`config.mk`:
```
export PLATFORM = sky130hd
export DESIGN_NAME = bus_arbiter_4req_19bit
export DESIGN_NICKNAME = d
export VERILOG_FILES = /design/src/rtl/bus_arbiter_4req_19bit.sv
export SDC_FILE = /design/constraint.sdc
export NUM_CORES = 1
export LEC_CHECK = 0
export CAP_MARGIN = 20
export CORE_MARGIN = 5
export CORE_UTILIZATION = 39
export CTS_BUF_LIST = sky130_fd_sc_hd__clkbuf_4
export DETAILED_ROUTE_END_ITERATION = 12
export PLACE_DENSITY_LB_ADDON = 0.1
export SYNTH_ARGS = -nofsm -noshare
export SYNTH_HDL_FRONTEND = slang
export SYNTH_SLANG_ARGS = --single-unit
```
`constraint.sdc`:
```
create_clock -name clk -period 2.7 [get_ports clk]
set_input_delay 0.81 -clock clk [delete_from_list [all_inputs] [get_ports clk]]
set_output_delay 0.81 -clock clk [all_outputs]
set_load 0.05 [all_outputs]
```
`src/rtl/bus_arbiter_4req_19bit.sv`:
```
// ============================================================================
//  Module   : bus_arbiter_4req_19bit
//  Brief    : 4-requester round-robin bus arbiter with hold timeout, 19-bit mux
//  Revision : 1.0  initial release
// ============================================================================
`default_nettype none

module bus_arbiter_4req_19bit #(
  parameter int HOLD_MAX = 8
) (
  input  logic        clk,
  input  logic        rst,
  input  logic [3:0]  req,
  input  logic [18:0] i1,
  input  logic [18:0] i2,
  input  logic [18:0] i3,
  input  logic [18:0] i4,
  output logic [3:0]  grant,
  output logic [1:0]  sel,
  output logic        busy,
  output logic [18:0] Q
);

  typedef enum logic [0:0] {
    IDLE = 1'b0,
    BUSY = 1'b1
  } state_t;

  localparam logic [7:0] C_HOLD_LAST = 8'(HOLD_MAX - 1);

  state_t      r_state, w_state_nxt;
  logic [1:0]  r_ptr, w_ptr_nxt;
  logic [7:0]  r_cnt, w_cnt_nxt;
  logic [3:0]  w_grant_nxt;
  logic [1:0]  w_sel_nxt;
  logic        w_busy_nxt;
  logic [18:0] w_mux;
  logic [3:0]  w_others;
  logic        w_owner_req;
  logic [2:0]  w_win;

  // Returns {found, index} of the first set bit searching upward from p.
  function automatic logic [2:0] pick(input logic [3:0] r, input logic [1:0] p);
    logic [1:0] idx;
    pick = 3'b000;
    for (int i = 3; i >= 0; i--) begin
      idx = p + 2'(i);
      if (r[idx]) pick = {1'b1, idx};
    end
  endfunction

  // Owner's bit is masked so one search serves idle, release and timeout.
  assign w_others    = req & ~grant;
  assign w_owner_req = |(req & grant);
  assign w_win       = pick(w_others, r_ptr);

  always_comb begin
    w_state_nxt = r_state;
    w_ptr_nxt   = r_ptr;
    w_cnt_nxt   = r_cnt;
    w_grant_nxt = grant;
    w_sel_nxt   = sel;
    w_busy_nxt  = busy;
    case (r_state)
      IDLE, BUSY: begin
        if (r_state == IDLE || !w_owner_req || r_cnt == C_HOLD_LAST) begin
          if (w_win[2]) begin
            w_state_nxt = BUSY;
            w_grant_nxt = 4'b0001 << w_win[1:0];
            w_sel_nxt   = w_win[1:0];
            w_busy_nxt  = 1'b1;
            w_ptr_nxt   = w_win[1:0] + 2'd1;
            w_cnt_nxt   = 8'd0;
          end else if (r_state == BUSY && w_owner_req) begin
            w_cnt_nxt = 8'd0;
          end else begin
            w_state_nxt = IDLE;
            w_grant_nxt = 4'b0000;
            w_busy_nxt  = 1'b0;
            w_cnt_nxt   = 8'd0;
          end
        end else begin
          w_cnt_nxt = r_cnt + 8'd1;
        end
      end
      default: w_state_nxt = IDLE;
    endcase
  end

  always_comb begin
    w_mux = '0;
    case (sel)
      2'd0:    w_mux = i1;
      2'd1:    w_mux = i2;
      2'd2:    w_mux = i3;
      default: w_mux = i4;
    endcase
  end

  always_ff @(posedge clk) begin
    if (rst) begin
      r_state <= IDLE;
      r_ptr   <= 2'd0;
      r_cnt   <= 8'd0;
      grant   <= 4'b0000;
      sel     <= 2'd0;
      busy    <= 1'b0;
      Q       <= '0;
    end else begin
      r_state <= w_state_nxt;
      r_ptr   <= w_ptr_nxt;
      r_cnt   <= w_cnt_nxt;
      grant   <= w_grant_nxt;
      sel     <= w_sel_nxt;
      busy    <= w_busy_nxt;
      Q       <= busy ? w_mux : '0;
    end
  end

endmodule

`default_nettype wire

```
Word level (Yosys, flattened, before mapping)
Index checks and enable logic that the tools add are counted.
{"block": "word_totals", "regBits": 36, "latchBits": 0, "ramBits": 0, "romBits": 0, "input_bits": 82, "output_inout_bits": 26, "wordCells": 51, "mem_count": 0}
{"block": "op_classes", "add_sub_neg": 5, "n_mul": 0, "div_mod_pow": 0, "magnitude_cmp": 4, "eq_ne": 4, "n_shift": 1, "mux": 17, "bitwise_logic": 4, "reduce_logical": 10}
{"op": "19-bit case mux with 3 select lines", "count": 1}
{"op": "2-bit by 3-bit less-than comparator with 1-bit output, second input constant", "count": 4}
{"op": "3-bit two-way mux", "count": 4}
{"op": "8-bit by 1-bit adder with 8-bit output, second input constant", "count": 1}
{"op": "4-bit bitwise AND", "count": 2}
{"op": "1-bit binary-select mux with 2-bit select", "count": 4}
{"op": "8-bit by 3-bit == test with 1-bit output, second input constant", "count": 1}
{"op": "4-bit two-way mux", "count": 2}
{"op": "1-bit two-way mux", "count": 6}
{"op": "2-bit by 1-bit adder with 2-bit output, second input constant", "count": 2}
{"op": "2-bit adder, second input constant", "count": 2}
{"op": "4-bit NOT", "count": 1}
{"op": "2-bit AND reduction", "count": 2}
{"op": "2-bit OR reduction", "count": 2}
{"op": "4-bit OR reduction", "count": 1}
{"op": "1-bit by 2-bit left shift with 4-bit output, first input constant", "count": 1}
{"op": "2-bit by 1-bit == test with 1-bit output, second input constant", "count": 1}
{"op": "2-bit == test, second input constant", "count": 1}
{"op": "2-bit logical NOT", "count": 1}
{"op": "1-bit logical OR", "count": 2}
{"op": "2-bit != test, second input constant", "count": 1}
{"op": "1-bit logical AND", "count": 1}
{"op": "1-bit logical NOT", "count": 1}
{"op": "1-bit NOT", "count": 1}

Longest topological paths before layout
Gate-level depths: netlist (run 1).
{"block": "logic_depth", "ltp_word": 10, "ltp_mapped": 6, "ltp_nobuf": 5}

Least setup slack after synthesis (run 1)
OpenSTA, ideal clock, no wires.
{"block": "synth_path", "kind": "input port to flip-flop", "startpoint": "input req[2]", "endpoint": "register grant[1]", "setup_ns": 0.067, "arrival_ns": 2.083, "required_time_ns": 2.633, "slack_ns": 0.550, "stages": 5, "path_buffers": 0, "path_cell_list": "nor2b_1 > and3_4 > or4_4 > or3_1 > a21oi_2"}
{"block": "synth_between", "elab_chain_cells": 9, "elab_cells_between_ends": 23, "cone_classes": "1 x eq/ne; 1 x shift; 13 x mux; 2 x bitwise; 6 x reduce/logical"}
{"item": "start: declaration", "line": "13", "text": "input logic [3:0] req,"}
{"item": "4-bit bitwise AND", "line": "53", "text": "assign w_others = req & ~grant;"}
{"item": "1-bit binary-select mux with 2-bit select", "line": "48", "text": "if (r[idx]) pick = {1'b1, idx};"}
{"item": "1-bit two-way mux (implied by the code)", "line": "48"}
{"item": "3-bit two-way mux (4 in series)", "line": "48"}
{"item": "2-bit != test (no source line) or 1-bit by 2-bit left shift with 4-bit output (tied branches)"}
{"item": "2-bit AND reduction (no source line) or 4-bit two-way mux (tied branches)"}
{"item": "end signal: assignment", "line": "113", "text": "grant <= w_grant_nxt;"}
{"item": "end: declaration", "line": "18", "text": "output logic [3:0] grant,"}
Several ways; a longest one is shown, not always the timed one. The select of a mux whose other input is x is not followed.
A chain may end at the register's enable or synchronous reset.

Final worst setup path (run 1)
{"block": "layout_path", "startpoint": "register grant[1]", "endpoint": "output grant[1]"}
No word-level cell between the ends.

==> flow_results.org, run 1 <==
** Route
- Total wire length after detailed routing :: 5273 µm
- Vias per Instance :: 5.184
- DRC marker count from the first detailed-route iteration :: 59
- In this run the remaining antenna-violating nets after routing total 0.
- Post-DR wirelength/cell :: 15.93 µm
- Detailed routing inserted a total of 1,716 vias.
- Count of unresolved DRC violations after routing :: 0
- First drt pass iteration count :: 4

** Worst setup path
- FF-to-FF End :: grant[1]
- Ordered cell list for the critical path :: clkdlybuf4s50_1
- In this run the critical register-to-register path is launched from r_ptr[1].
- Critical path's top delay family :: buffers and inverters
- In this run the register-to-register setup slack is 0.92 ns.
- At the worst endpoint, the required time is 1.89 ns.
- The worst setup path is launched from a flip-flop.
- Max FO, Critical Path :: 4
- Worst Reg2Reg Path Length in Cells :: 5
- Crit path arrival time :: 1.63 ns
- The largest individual stage delay along the critical path comes from the cell clkdlybuf4s50_1.
- Critical path buffers and inverters :: 1
- By startpoint and endpoint, the worst setup path is classified as flip-flop to output port.
- STA classifies the critical path endpoint as an output port.
- For this run, the slowest stage of the critical path takes 0.85 ns.

** Min path
- The worst hold path terminates at r_cnt[0].
- Start point of the worst hold path :: r_cnt[0]
- Instance count along the most critical hold path :: 1
- Tightest Hold Check Type :: flip-flop to flip-flop

** Global routing
- Met1 Track Usage GR :: 19.28%
- The global routing stage identified its most utilized layer as met2.
- For this run, the total global-route usage over all layers was measured as 17.51%.
- For this run, global-route usage on met2 was measured as 31.34%.
- Vias in the first global route :: 1,760
- After global routing the overflow that remains totals 0.
- Entering global routing, the biggest net connects 21 pins.
- Met3 track demand over resource in global routing :: 5.378%
- The number of antenna violations at the first check in global routing came to 0.
- Wire length of the first global-routing pass :: 8390 µm

** Logic synthesis
- Counting flops and latches in the post-synthesis netlist gives 36.
- The synthesized design contains 0 enable-type register cells.
- Post-synthesis instance area :: 1817 µm²
- Sequential cells were found to cover 39.67% of the synthesized design area.
- Of all cell types, the one taking the most synthesized area is dfxtp_1.
- In this run the mean area of a mapped cell was 11.01 µm².
- Dominant register cell in the synthesized netlist :: dfxtp_1
- Area share of the largest cell type after synthesis :: 39.67%
- Yosys synthesis warning count :: 0
- Counting instances in the post-synthesis netlist gives the leading cell types as 36 x dfxtp_1, 21 x nor2b_1, 19 x mux4_2.
- Count of unique library cells instantiated by Yosys :: 39
- In the post-synthesis netlist, the biggest area contributors are dfxtp_1 40%, mux4_2 24%, nor2b_1 7.2%.
- The number of nets handed over by synthesis was 248.
- Gate count of the mapped netlist :: 165
- Fraction of synthesis flops using an asynchronous set or reset pin :: 0%
- Leading cell type by number of instances after synthesis :: dfxtp_1

** Clocking
- The H-tree was split into 2 levels.
- Postcts setup bufs :: 0
- Clk slew on worst S/H paths :: 0.11 ns
- Hold bufs inserted after CTS :: 0
- TritonCTS built the clock tree.
- In this run the clock root is driven by a clkbuf_4.
- Max Root-Sink Buffers :: 2
- The clock drives 36 sinks.
- In this run, post-CTS repair resized a total of 0 instances.
- Number of CTS-inserted buffers :: 5
- Clock latency on the worst-skew pair, taken at its later pin, is 0.33 ns.

** Place
- Port bufs :: 107
- Final estimated routing congestion in global placement :: 0.9263
- Detailed placement finished with a half-perimeter wire length of 4394 µm.
- In this run the cell area measured after placement is 2988 µm².

** Floorplanning
- Die area :: 6123 µm²
- Core footprint :: 4444 µm²
- In this run the horizontal extent of the chip is 78.25 µm.
- Placement row count :: 24
- The die is 78.25 µm tall.
- During I/O placement, the number of pins put on the boundary was 108.
- Once the floorplan was initialized, standard cells occupied 40.88% of the core.

** Finish
- Count of fill cells added during filler insertion :: 358
- Antenna diode instance count :: 0
- The finished cells cover 3115 µm².
- Nets@finish :: 361
- Fraction of layout instances using a drive strength above 1 :: 15.77%
- The sequential cells in the finished layout cover a total of 720.7 µm².
- Summing all multi-input logic gate instances after layout gives 1040 µm².
- Signed area change from the synthesized netlist to the final layout :: 71.49%

** Pwr
- In this run the static leakage power is 1.132 nW.
- Max VDD drop :: 440.8 µV
- Power spread over the standard cell area amounts to 716.9 nW/µm².

** Timing
- Setup Viol. Count Final :: 0
- The number of hold violations in the final report is 0.
- Layout Skew :: 0.006294 ns
- At the pin with the least slew margin, the transition time is 0.5359 ns.
- Slew Limit Headroom :: 64.16%
- Final clock period utilization by the worst path :: 90.24%
- Setup repair after global routing left no endpoint under its margin.
- Final total negative setup slack :: 0 ns
- The max-slew violation count came to 0.
- Final worst path period need :: 2.436 ns
- Static timing analysis puts the maximum clock frequency at 410.4 MHz.

** Run
- The tool flagged a number of max-cap violations equal to 0.

** Status
- Result of the run :: finished, final reports clean
-- metrics by stage --
| step | setup WS [ns] | hold slack (ns) | total power (W) | util [%] | std cells |
|---|---|---|---|---|---|
| floorplan | 0.5499 | 0.4132 | 0.001332 | - | 165 |
| global placement | 0.08660 | 0.4277 | 0.001686 | 67.23 | 323 |
| detailed placement | 0.06751 | 0.4341 | 0.001693 | 67.23 | 323 |
| CTS | 0.2270 | 0.4524 | 0.002261 | 70.10 | 331 |
| global route | 0.1924 | 0.4718 | 0.002356 | 70.10 | 331 |
| finish | 0.2636 | 0.4532 | 0.002234 | 70.10 | 331 |
-- where the power goes --
group          leakage, nW  switching, W  total (W)  internal [W]
clock               0.0654      0.000178   0.000559      0.000382
sequential           0.295     0.0000737   0.000676      0.000603
combinational        0.772      0.000474   0.000998      0.000524
total                 1.13      0.000725    0.00223       0.00151
-- worst max-delay path by stage --
stage	from	end	slack [ns]	cells after the start
after floorplan	req[2]	grant[1]	0.55	5
after global placement	req[2]	grant[1]	0.09	6
after detailed placement	req[2]	grant[1]	0.07	6
after CTS	grant[1]	grant[1]	0.23	1
after global routing	grant[1]	grant[1]	0.19	1
final	grant[1]	grant[1]	0.26	1
-- cell usage in the layout (no fill, tap or decap), drive strengths merged --
master / count
a21boi: 1
bufinv: 3
inv: 3
o2111ai: 1
nand3: 9
a211oi: 1
nor4: 1
nor3b: 2
o32a: 1
a2111oi: 1
and2b: 1
nand2: 5
buf: 10
nor3: 4
a22oi: 2
or2b: 1
or2: 1
nor2: 14
nand3b: 2
or3: 1
and3: 3
nand4: 1
ha: 1
xor2: 5
clkbuf: 5
clkdlybuf4s50: 105
mux4: 19
a21o: 1
xnor2: 2
o21ai: 2
dfxtp: 36
a21oi: 10
nand2b: 2
or4: 1
nor2b: 22
-- sequential cells by signal, indices dropped and copies added, names as in the netlist --
signal,flops
r_ptr,2
grant,4
sel,2
r_state,1
Q,19
r_cnt,8
-- kinds of logic (layout without fill, tap and decap cells) --
logic type,after synthesis,count (layout),synth area share [%]
XOR/XNOR,7,7,3.375
adder cells (fa/ha/maj),1,1,0.6886
multiplexers,19,19,23.55
buffers and inverters,12,126,3.099
flip-flops,36,36,39.67
AND/OR/NAND/NOR,70,70,22.31
AO/OA/AOI/OAI,20,20,7.301
-- area by class of cell --
class                      count  share of cell area (%)
sequential                    36                   23.13
inverter                       3                  0.3614
timing repair buffer         115                   36.95
clock inverter                 3                   2.892
tap                           52                   2.088
clock buffer                   5                   1.205
multi-input combinational    117                   33.37
-- layer usage --
layer / routed length [µm] / vias up / share of wire (%)
met2: 2682 / 76 / 51
met3: 399 / 14 / 7.6
li1: - / 830 / -
met1: 2027 / 796 / 38
met5: 0 / - / 0
met4: 163 / 0 / 3.1
(Power assumes the default switching activity.)
==> inputs of run 2 (changes only) <==
Settings changed: ABC_AREA set to 0, REMOVE_ABC_BUFFERS set to 1.
==> run 2 against run 1 <==
Net effect: fmax is 0.83% lower; clock skew is 0.00065 ns higher; sequential share of layout area is 0.36 points higher; critical path type unchanged; largest cell class unchanged.
==> flow_results.org, run 2 (same netlist as run 1, synthesis figures left out) <==
** Timing
- Max Transition Viols Final :: 0 (unchanged)
- Final clock period utilization by the worst path :: 91.00% (was 90.24%)
- Final worst path period need :: 2.457 ns (was 2.436 ns)
- The worst hold-check slack came to 0.4514 ns (was 0.4532 ns).
- The final critical-path setup slack was 0.2431 ns (was 0.2636 ns).
- The total negative setup slack was 0 ns (unchanged).
- RSZ-0062 raised after global routing :: no (unchanged)
- The remaining max-slew budget at the tightest pin is 63.31% (was 64.16%).
- Tightest Pin Transition :: 0.5486 ns (was 0.5359 ns)
- The largest clock skew in the final design came to 0.006943 ns (was 0.006294 ns).
- Max Fclk :: 407.0 MHz (was 410.4 MHz)
- The final-report setup violation count is 0 (unchanged).
- Hold violation count in the final report :: 0 (unchanged)

** Clocking
- The number of buffers inserted by post-CTS setup repair is 0 (unchanged).
- H-tree depth reported by CTS :: 2 (unchanged)
- Clock sink count :: 36 (unchanged)
- The CTS tree was built (unchanged).
- The CTS buffer count is 5 (unchanged).
- Clk slew on worst S/H paths :: 0.11 ns (about the same)
- Max Root-Sink Buffers :: 2 (unchanged)
- Hold bufs inserted after CTS :: 0 (unchanged)
- The number of gates given a new drive strength after cts was 0 (unchanged).
- Insertion delay to the later sink of the worst-skew pair :: 0.33 ns (about the same)
- Root Buffer Master :: clkbuf_4 (unchanged)

** Floorplanning
- The site row count came to 24 (unchanged).
- Core footprint :: 4444 µm² (unchanged)
- The count of pins on the block boundary came to 108 (unchanged).
- The initial standard-cell utilization of the core was 40.88% (unchanged).
- The die extent in y was 78.25 µm (unchanged).
- Die area :: 6123 µm² (unchanged)
- The width of the chip came to 78.25 µm (unchanged).

** Worst setup path
- The endpoint of the worst register-to-register path was r_ptr[0] (was grant[1]).
- Crit Path Category :: flip-flop to output port (unchanged)
- The delay contributed by the slowest stage of the critical path was 0.86 ns (was 0.85 ns).
- The family with the most delay on the worst path is buffers and inverters (unchanged).
- CP Capture Type :: output port (unchanged)
- The required time of the critical path came to 1.89 ns (about the same).
- Crit path arrival time :: 1.65 ns (was 1.63 ns)
- R2r startpoint :: grant[1] (was r_ptr[1])
- Stages on worst setup path :: 1 (unchanged)
- Critical path buffers and inverters :: 1 (unchanged)
- The kind of start point of the critical path is a flip-flop (unchanged).
- Slack of the worst reg-to-reg path :: 0.90 ns (was 0.92 ns)
- Worst setup path startpoint :: grant[1] (unchanged)
- The highest fanout seen on the critical path was 4 (unchanged).
- Worst path slowest cell :: clkdlybuf4s50_1 (unchanged)
- Ordered cell list for the critical path :: clkdlybuf4s50_1 (unchanged)
- Worst Reg2Reg Path Length in Cells :: 6 (was 5)

** Finish
- Biggest registers after layout :: Q: 19 flops, r_cnt: 8 flops, grant: 4 flops (unchanged)
- Reg with most FFs :: Q (unchanged)
- The final instance count without filler cells was 331 (unchanged).
- Count of fill cells added during filler insertion :: 361 (was 358)
- The final layout net count was 361 (unchanged).
- Signed area change from the synthesized netlist to the final layout :: 68.87% (was 71.49%)
- Top library cells by usage in the layout, fill and taps aside :: 105 x clkdlybuf4s50_1, 36 x dfxtp_1, 21 x nor2b_1 (unchanged)
- Commonest non-fill, non-tap cell in the layout :: clkdlybuf4s50_1 (unchanged)
- The fraction of final layout cells with drive strength greater than 1 is 15.77% (unchanged).
- Antenna diode instance count :: 0 (unchanged)
- The number of flip-flops under the largest register name is 19 (unchanged).

** Route
- Length of routed met3 wiring :: 436 µm (was 399 µm)
- Vias per Instance :: 5.036 (was 5.184)
- The number of vias after detailed routing was 1,667 (was 1,716).
- The uppermost metal layer occupied by signal nets is met4 (unchanged).
- The final antenna-violating net count came to 0 (unchanged).
- DRC marker count from the first detailed-route iteration :: 62 (was 59)
- Total met2 wirelength after detailed routing :: 2522 µm (was 2682 µm)
- The routed wire length was 4978 µm (was 5273 µm).
- Wl on met1 :: 2011 µm (was 2027 µm)
- The final routed wire length divided by cell count is 15.04 µm (was 15.93 µm).
- The count of TritonRoute iterations in the first routing pass was 4 (unchanged).
- Count of unresolved DRC violations after routing :: 0 (unchanged)

** Run
- Max-cap violation count :: 0 (unchanged)

** Global routing
- The total global-route track usage was 16.41% (was 17.51%).
- The largest net degree at the start of global routing came to 21 (unchanged).
- The number of antenna violations at the first check in global routing is 0 (unchanged).
- The global-route congestion overflow total is 0 (unchanged).
- The via count of the first global-routing pass came to 1,695 (was 1,760).
- Wire length of the first global-routing pass :: 8010 µm (was 8390 µm)

** Pwr
- The final total power is 0.002037 W (was 0.002234 W).
- Reported leakage power :: 1.108 nW (was 1.132 nW)
- Power density over the cells :: 664.0 nW/µm² (was 716.9 nW/µm²)
- The worst vdd rail ir drop is 559.3 µV (was 440.8 µV).

** Min path
- Instance count along the most critical hold path :: 1 (unchanged)
- Tightest Hold Check Type :: flip-flop to flip-flop (unchanged)
- Start point of the worst hold path :: r_cnt[0] (unchanged)
- Hold worst-path end :: r_cnt[0] (unchanged)

** Place
- The total half-perimeter wirelength after legalization and detailed placement came to 4148 µm (was 4394 µm).
- Number of cells in the design after placement :: 323 (unchanged)
- Post-Place Setup Slack :: 0.02404 ns (was 0.06751 ns)
- Port bufs :: 107 (unchanged)
- Final estimated routing congestion in global placement :: 0.8675 (was 0.9263)

** Status
- Result of the run :: finished, final reports clean (unchanged)
run 2: changes by cell type in the layout (fill, tap and decap cells not counted):
cell,change
bufinv_16,-2
clkinv_2,+1
clkinvlp_4,+1
run 2: stage by stage:
step | util (%) | instance area, µm²
finish | 69.03 | 3068
global placement | 67.23 | 2988
global route | 69.03 | 3068
CTS | 69.03 | 3068
floorplan | - | 1772
detailed placement | 67.23 | 2988
run 2: area by class of cell:
type	instances	area, µm²	share of cell area, %
repair buffers	115	1151	37.52
flip-flops and latches	36	720.7	23.49
inverters	3	11.26	0.3670
multi-input cells	117	1040	33.89
well taps	52	65.06	2.121
clock buffers	5	37.54	1.223
clock inverters	3	42.54	1.387
run 2: power breakdown:
| part | switching (W) | internal (W) |
|---|---|---|
| sequential | 0.0000727 | 0.000602 |
| clock | 0.000179 | 0.000193 |
| combinational | 0.000466 | 0.000524 |
| total | 0.000717 | 0.00132 |
run 2: how the worst max path moves through the flow:
stage and to:
6_report grant[1], 5_1_grt grant[1], 4_1_cts grant[1], 3_5_place_dp r_ptr[0], 3_3_place_gp grant[1], 2_1_floorplan Q[0]
run 2: per-layer routing:
layer / vias up / track usage [%]
met2: 61 / 29.20
met1: 776 / 19.05
li1: 828 / -
met3: 2 / 6.407
met4: 0 / 2.622
met5: - / 0
